## src/rtl/register_arbiter.sv

```systemverilog
// register_arbiter: round-robin arbiter that lets two requesters share one W-bit register,
// issuing one write strobe per granted request and counting the committed writes.
module register_arbiter #(
    parameter int W = 7
) (
    input  logic         clk_i,
    input  logic         reset_i,
    input  logic [1:0]   req_i,
    input  logic [W-1:0] din0_i,
    input  logic [W-1:0] din1_i,
    output logic [1:0]   gnt_o,
    output logic [1:0]   ack_o,
    output logic         reg_we_o,
    output logic [W-1:0] reg_d_o,
    output logic         busy_o,
    output logic [W-1:0] wr_count_o
);
    typedef enum logic [1:0] {IDLE, GRANT, COMMIT} state_t;

    state_t       state_q, state_d;
    logic         owner_q, owner_d;
    logic         prio_q, prio_d;
    logic [W-1:0] hold_q, hold_d;
    logic [W-1:0] cnt_q, cnt_d;

    always_ff @(posedge clk_i) begin
        if (!reset_i) begin
            state_q <= IDLE;
            owner_q <= 1'b0;
            prio_q  <= 1'b0;
            hold_q  <= '0;
            cnt_q   <= '0;
        end else begin
            state_q <= state_d;
            owner_q <= owner_d;
            prio_q  <= prio_d;
            hold_q  <= hold_d;
            cnt_q   <= cnt_d;
        end
    end

    always_comb begin
        state_d = state_q;
        owner_d = owner_q;
        prio_d  = prio_q;
        hold_d  = hold_q;
        cnt_d   = cnt_q;
        case (state_q)
            IDLE: if (req_i != 2'b00) begin
                state_d = GRANT;
                // a tie goes to the priority pointer, otherwise the lone requester wins
                owner_d = (req_i == 2'b11) ? prio_q : req_i[1];
            end
            GRANT: begin
                state_d = COMMIT;
                hold_d  = owner_q ? din1_i : din0_i;
            end
            COMMIT: begin
                state_d = IDLE;
                prio_d  = ~owner_q;
                cnt_d   = cnt_q + 1'b1;
            end
            default: state_d = IDLE;
        endcase
    end

    assign gnt_o      = (state_q == GRANT)  ? (owner_q ? 2'b10 : 2'b01) : 2'b00;
    assign ack_o      = (state_q == COMMIT) ? (owner_q ? 2'b10 : 2'b01) : 2'b00;
    assign reg_we_o   = (state_q == COMMIT);
    assign busy_o     = (state_q != IDLE);
    assign reg_d_o    = hold_q;
    assign wr_count_o = cnt_q;
endmodule

```

## config.mk

```make
export PLATFORM = sky130hd
export DESIGN_NAME = register_arbiter
export DESIGN_NICKNAME = d
export VERILOG_FILES = /design/src/rtl/register_arbiter.sv
export SDC_FILE = /design/constraint.sdc
export NUM_CORES = 1
export LEC_CHECK = 0
export BUFFER_PORTS_ARGS = -buffer_cell sky130_fd_sc_hd__buf_2
export CAP_MARGIN = 20
export CORE_MARGIN = 5
export CORE_UTILIZATION = 48
export CTS_CLUSTER_DIAMETER = 40
export DETAILED_ROUTE_END_ITERATION = 12
export PLACE_DENSITY_LB_ADDON = 0.15
export SKIP_CTS_REPAIR_TIMING = 1
export SYNTH_ARGS = -nofsm -noshare
export SYNTH_HDL_FRONTEND = slang
export SYNTH_SLANG_ARGS = --single-unit
```

## constraint.sdc

```tcl
create_clock -name clk_i -period 1.95 [get_ports clk_i]
set_input_delay 0.195 -clock clk_i [delete_from_list [all_inputs] [get_ports clk_i]]
set_output_delay 0.195 -clock clk_i [all_outputs]
set_load 0.005 [all_outputs]
```

==> flow_metrics.env <==
export IMPL_status="finished clean"
export IMPL_avgSynthCellArea_um2=9.808
export IMPL_async_flop_share_pct=0
export IMPL_synth_cells=87
export IMPL_grt_pass1_vias=678
export IMPL_fin_nets=143
export IMPL_fp_dieH_um=52.17
export IMPL_die_area_mm2=0.002721
export IMPL_num_antenna_cells=0
export IMPL_htree_levels=1
export IMPL_period_needed_ns=1.666
export IMPL_routed_wl_um=1722
export IMPL_numPortBuffers=37
export IMPL_drt_iter0_markers=4
export IMPL_synth_edf_count=0
export IMPL_wl_per_cell_um=11.71
export IMPL_synth_common_cells="dfxtp_1, mux2i_1, nand2_1"
export IMPL_drcViolationCount=0
export IMPL_min_from="req_i[1]"
export IMPL_hold_path_depth=3
export IMPL_cp_arrival_ns=1.47
export IMPL_r2r_slack_ns=0.53
export IMPL_min_period_over_period_pct=85.43
export IMPL_row_count=15
export IMPL_finalSetupTns_ns=0
export IMPL_vias=720
export IMPL_yosys_warnings=0
export IMPL_required_ns=1.75
export IMPL_holdPathEnd="state_q[0]$_SDFFE_PN0P_"
export IMPL_cts_tree="done"
export IMPL_worst_r2r_path_depth=4
export IMPL_post_drt_via_cell_ratio=4.898
export IMPL_worst_pin_slew_ns=0.5595
export IMPL_dp_hpwl_um=1321
export IMPL_cts_num_sinks=18
export IMPL_grt_use_total_pct=15.02
export IMPL_timing_rr_start="state_q[0]$_SDFFE_PN0P_"
export IMPL_p_per_area_mw_per_mm2=655.0
export IMPL_critPathMaxFanout=10
export IMPL_root_buffer="clkbuf_4"
export IMPL_finClkSkew_ns=0.006973
export IMPL_multi_input_comb_area_um2=450.4
export IMPL_synth_nets=106
export IMPL_die_width_um=52.17
export IMPL_maxSlewHeadroom_pct=62.62
export IMPL_synth_seq_cells=18
export IMPL_rsz0062_at_grt="no"
export IMPL_synth_area_top_cells="dfxtp_1, mux2i_1, o211a_1, nand2_1, and2_1"
export IMPL_yosysUniqueCellTypes=25
export IMPL_antenna_found_initial=0
export IMPL_overflow=0
export IMPL_cts_buffers=3
export IMPL_area_delta_synth_final_pct=24.34
export IMPL_dr_pass1_iters=2
export IMPL_place_gp_congestion=0.6481
export IMPL_grt_pass1_wl_um=3077
export IMPL_startpoint="state_q[0]$_SDFFE_PN0P_"
export IMPL_synth_top_area_cell="dfxtp_1"
export IMPL_io_pins=38
export IMPL_seqCellArea_um2=360.3
export IMPL_setup_violations=0
export IMPL_insertion_delay_ns=0.29
export IMPL_hold_viol_final=0
export IMPL_max_cap_viol_count=0
export IMPL_whs_ns=0.1796
export IMPL_syn_area_um2=853.3
export IMPL_final_layout_size_suffix_gt1_share_pct=35.25
export IMPL_grt_max_degree=21
export IMPL_timing_rr_end="reg_d_o[3]$_SDFFE_PN0N_"
export IMPL_ir_worst_vdd_uv=385.0
export IMPL_fp_coreArea_mm2=0.001708
export IMPL_synth_top_area_share_pct=42.23
export IMPL_yosysMostFrequentCell="dfxtp_1"
export IMPL_hold_path_class="in2reg"
export IMPL_cts_buffer_depth=2
export IMPL_crit_path_end_kind="output port"
export IMPL_start_kind="flop"
export IMPL_yosys_most_used_dff="dfxtp_1"
export IMPL_ant_nets=0
export IMPL_timing_fmax_ghz=0.6002
export IMPL_synth_seq_area_share_pct=42.23
export IMPL_initial_core_util_pct=49.96
export IMPL_drv_slew=0
export IMPL_clkTransAtPathRegs_ns=0.10
export IMPL_p_leak_nw=0.6126
export IMPL_n_fill_cell=174
export IMPL_critical_path_class="reg2out"
-- layer usage --
| layer | track usage [%] | wire, µm | vias up |
|---|---|---|---|
| li1 | - | - | 376 |
| met1 | 19.40 | 788 | 320 |
| met2 | 24.06 | 813 | 22 |
| met3 | 4.011 | 111 | 2 |
| met4 | 5.106 | 8 | 0 |
| met5 | 0 | 0 | - |
-- stage by stage --
stage	instances	total power [mW]	instance area, µm²	utilization, %	setup WS [ns]
floorplan	87	0.4836	853.3	-	0.7318
global placement	144	0.5248	1039	60.81	0.6341
detailed placement	144	0.5289	1039	60.81	0.5706
CTS	147	0.7087	1061	62.12	0.2651
global route	147	0.7449	1061	62.12	0.1024
finish	147	0.6950	1061	62.12	0.2840
-- sequential cells by signal, indices dropped and copies added, names as in the netlist --
register / cells
reg_d_o: 7
wr_count_o: 7
prio_q: 1
state_q: 2
owner_q: 1
-- power by group --
group          internal (mW)  total (mW)  switching, mW
clock network         0.0717       0.176          0.104
registers              0.389       0.408         0.0194
logic                 0.0628       0.110         0.0476
-- worst max-delay path by stage --
stage / slack, ns / endpoint / depth (start not counted)
6_report: 0.28 / gnt_o[0] / 3
2_1_floorplan: 0.73 / wr_count_o[4]$_SDFFE_PN0P_ / 4
3_3_place_gp: 0.63 / reg_d_o[4]$_SDFFE_PN0N_ / 4
4_1_cts: 0.27 / gnt_o[0] / 3
5_1_grt: 0.10 / gnt_o[0] / 3
3_5_place_dp: 0.57 / reg_d_o[3]$_SDFFE_PN0N_ / 4
-- worst max-delay path, cell delays in order, from the launching register on --
cell and delay [ns]:
dfxtp_1 0.38, nor2b_1 0.49, nor2b_1 0.19, buf_2 0.12
-- area by class of cell --
class	count	area share (%)
multi-input combinational	62	42.45
sequential	18	33.96
timing repair buffer	38	18.16
tap	25	2.948
clock buffer	3	2.123
inverter	1	0.3538
-- placed cells by master (no fill, tap or decap), types with 2 or more instances in the layout --
cell type  count
and2_1         5
buf_2         37
or3_1          2
nand4_1        2
a21boi_1       2
o21ai_0        4
nand2b_1       3
nor2_1         3
clkbuf_4       3
nand2_1       10
and3_1         2
nor2b_1        4
mux2i_1       10
o211a_1        7
dfxtp_1       18
-- kinds of logic (layout without fill, tap and decap cells) --
logic type	after synthesis	after routing	share of synthesized area [%]
buffers and inverters	7	42	4.985
AO/OA/AOI/OAI	15	15	14.08
adder cells (fa/ha/maj)	1	1	1.466
XOR/XNOR	2	2	2.053
AND/OR/NAND/NOR	34	34	23.46
flip-flops	18	18	42.23
multiplexers	10	10	11.73
Power figures use the tool's default switching activity.
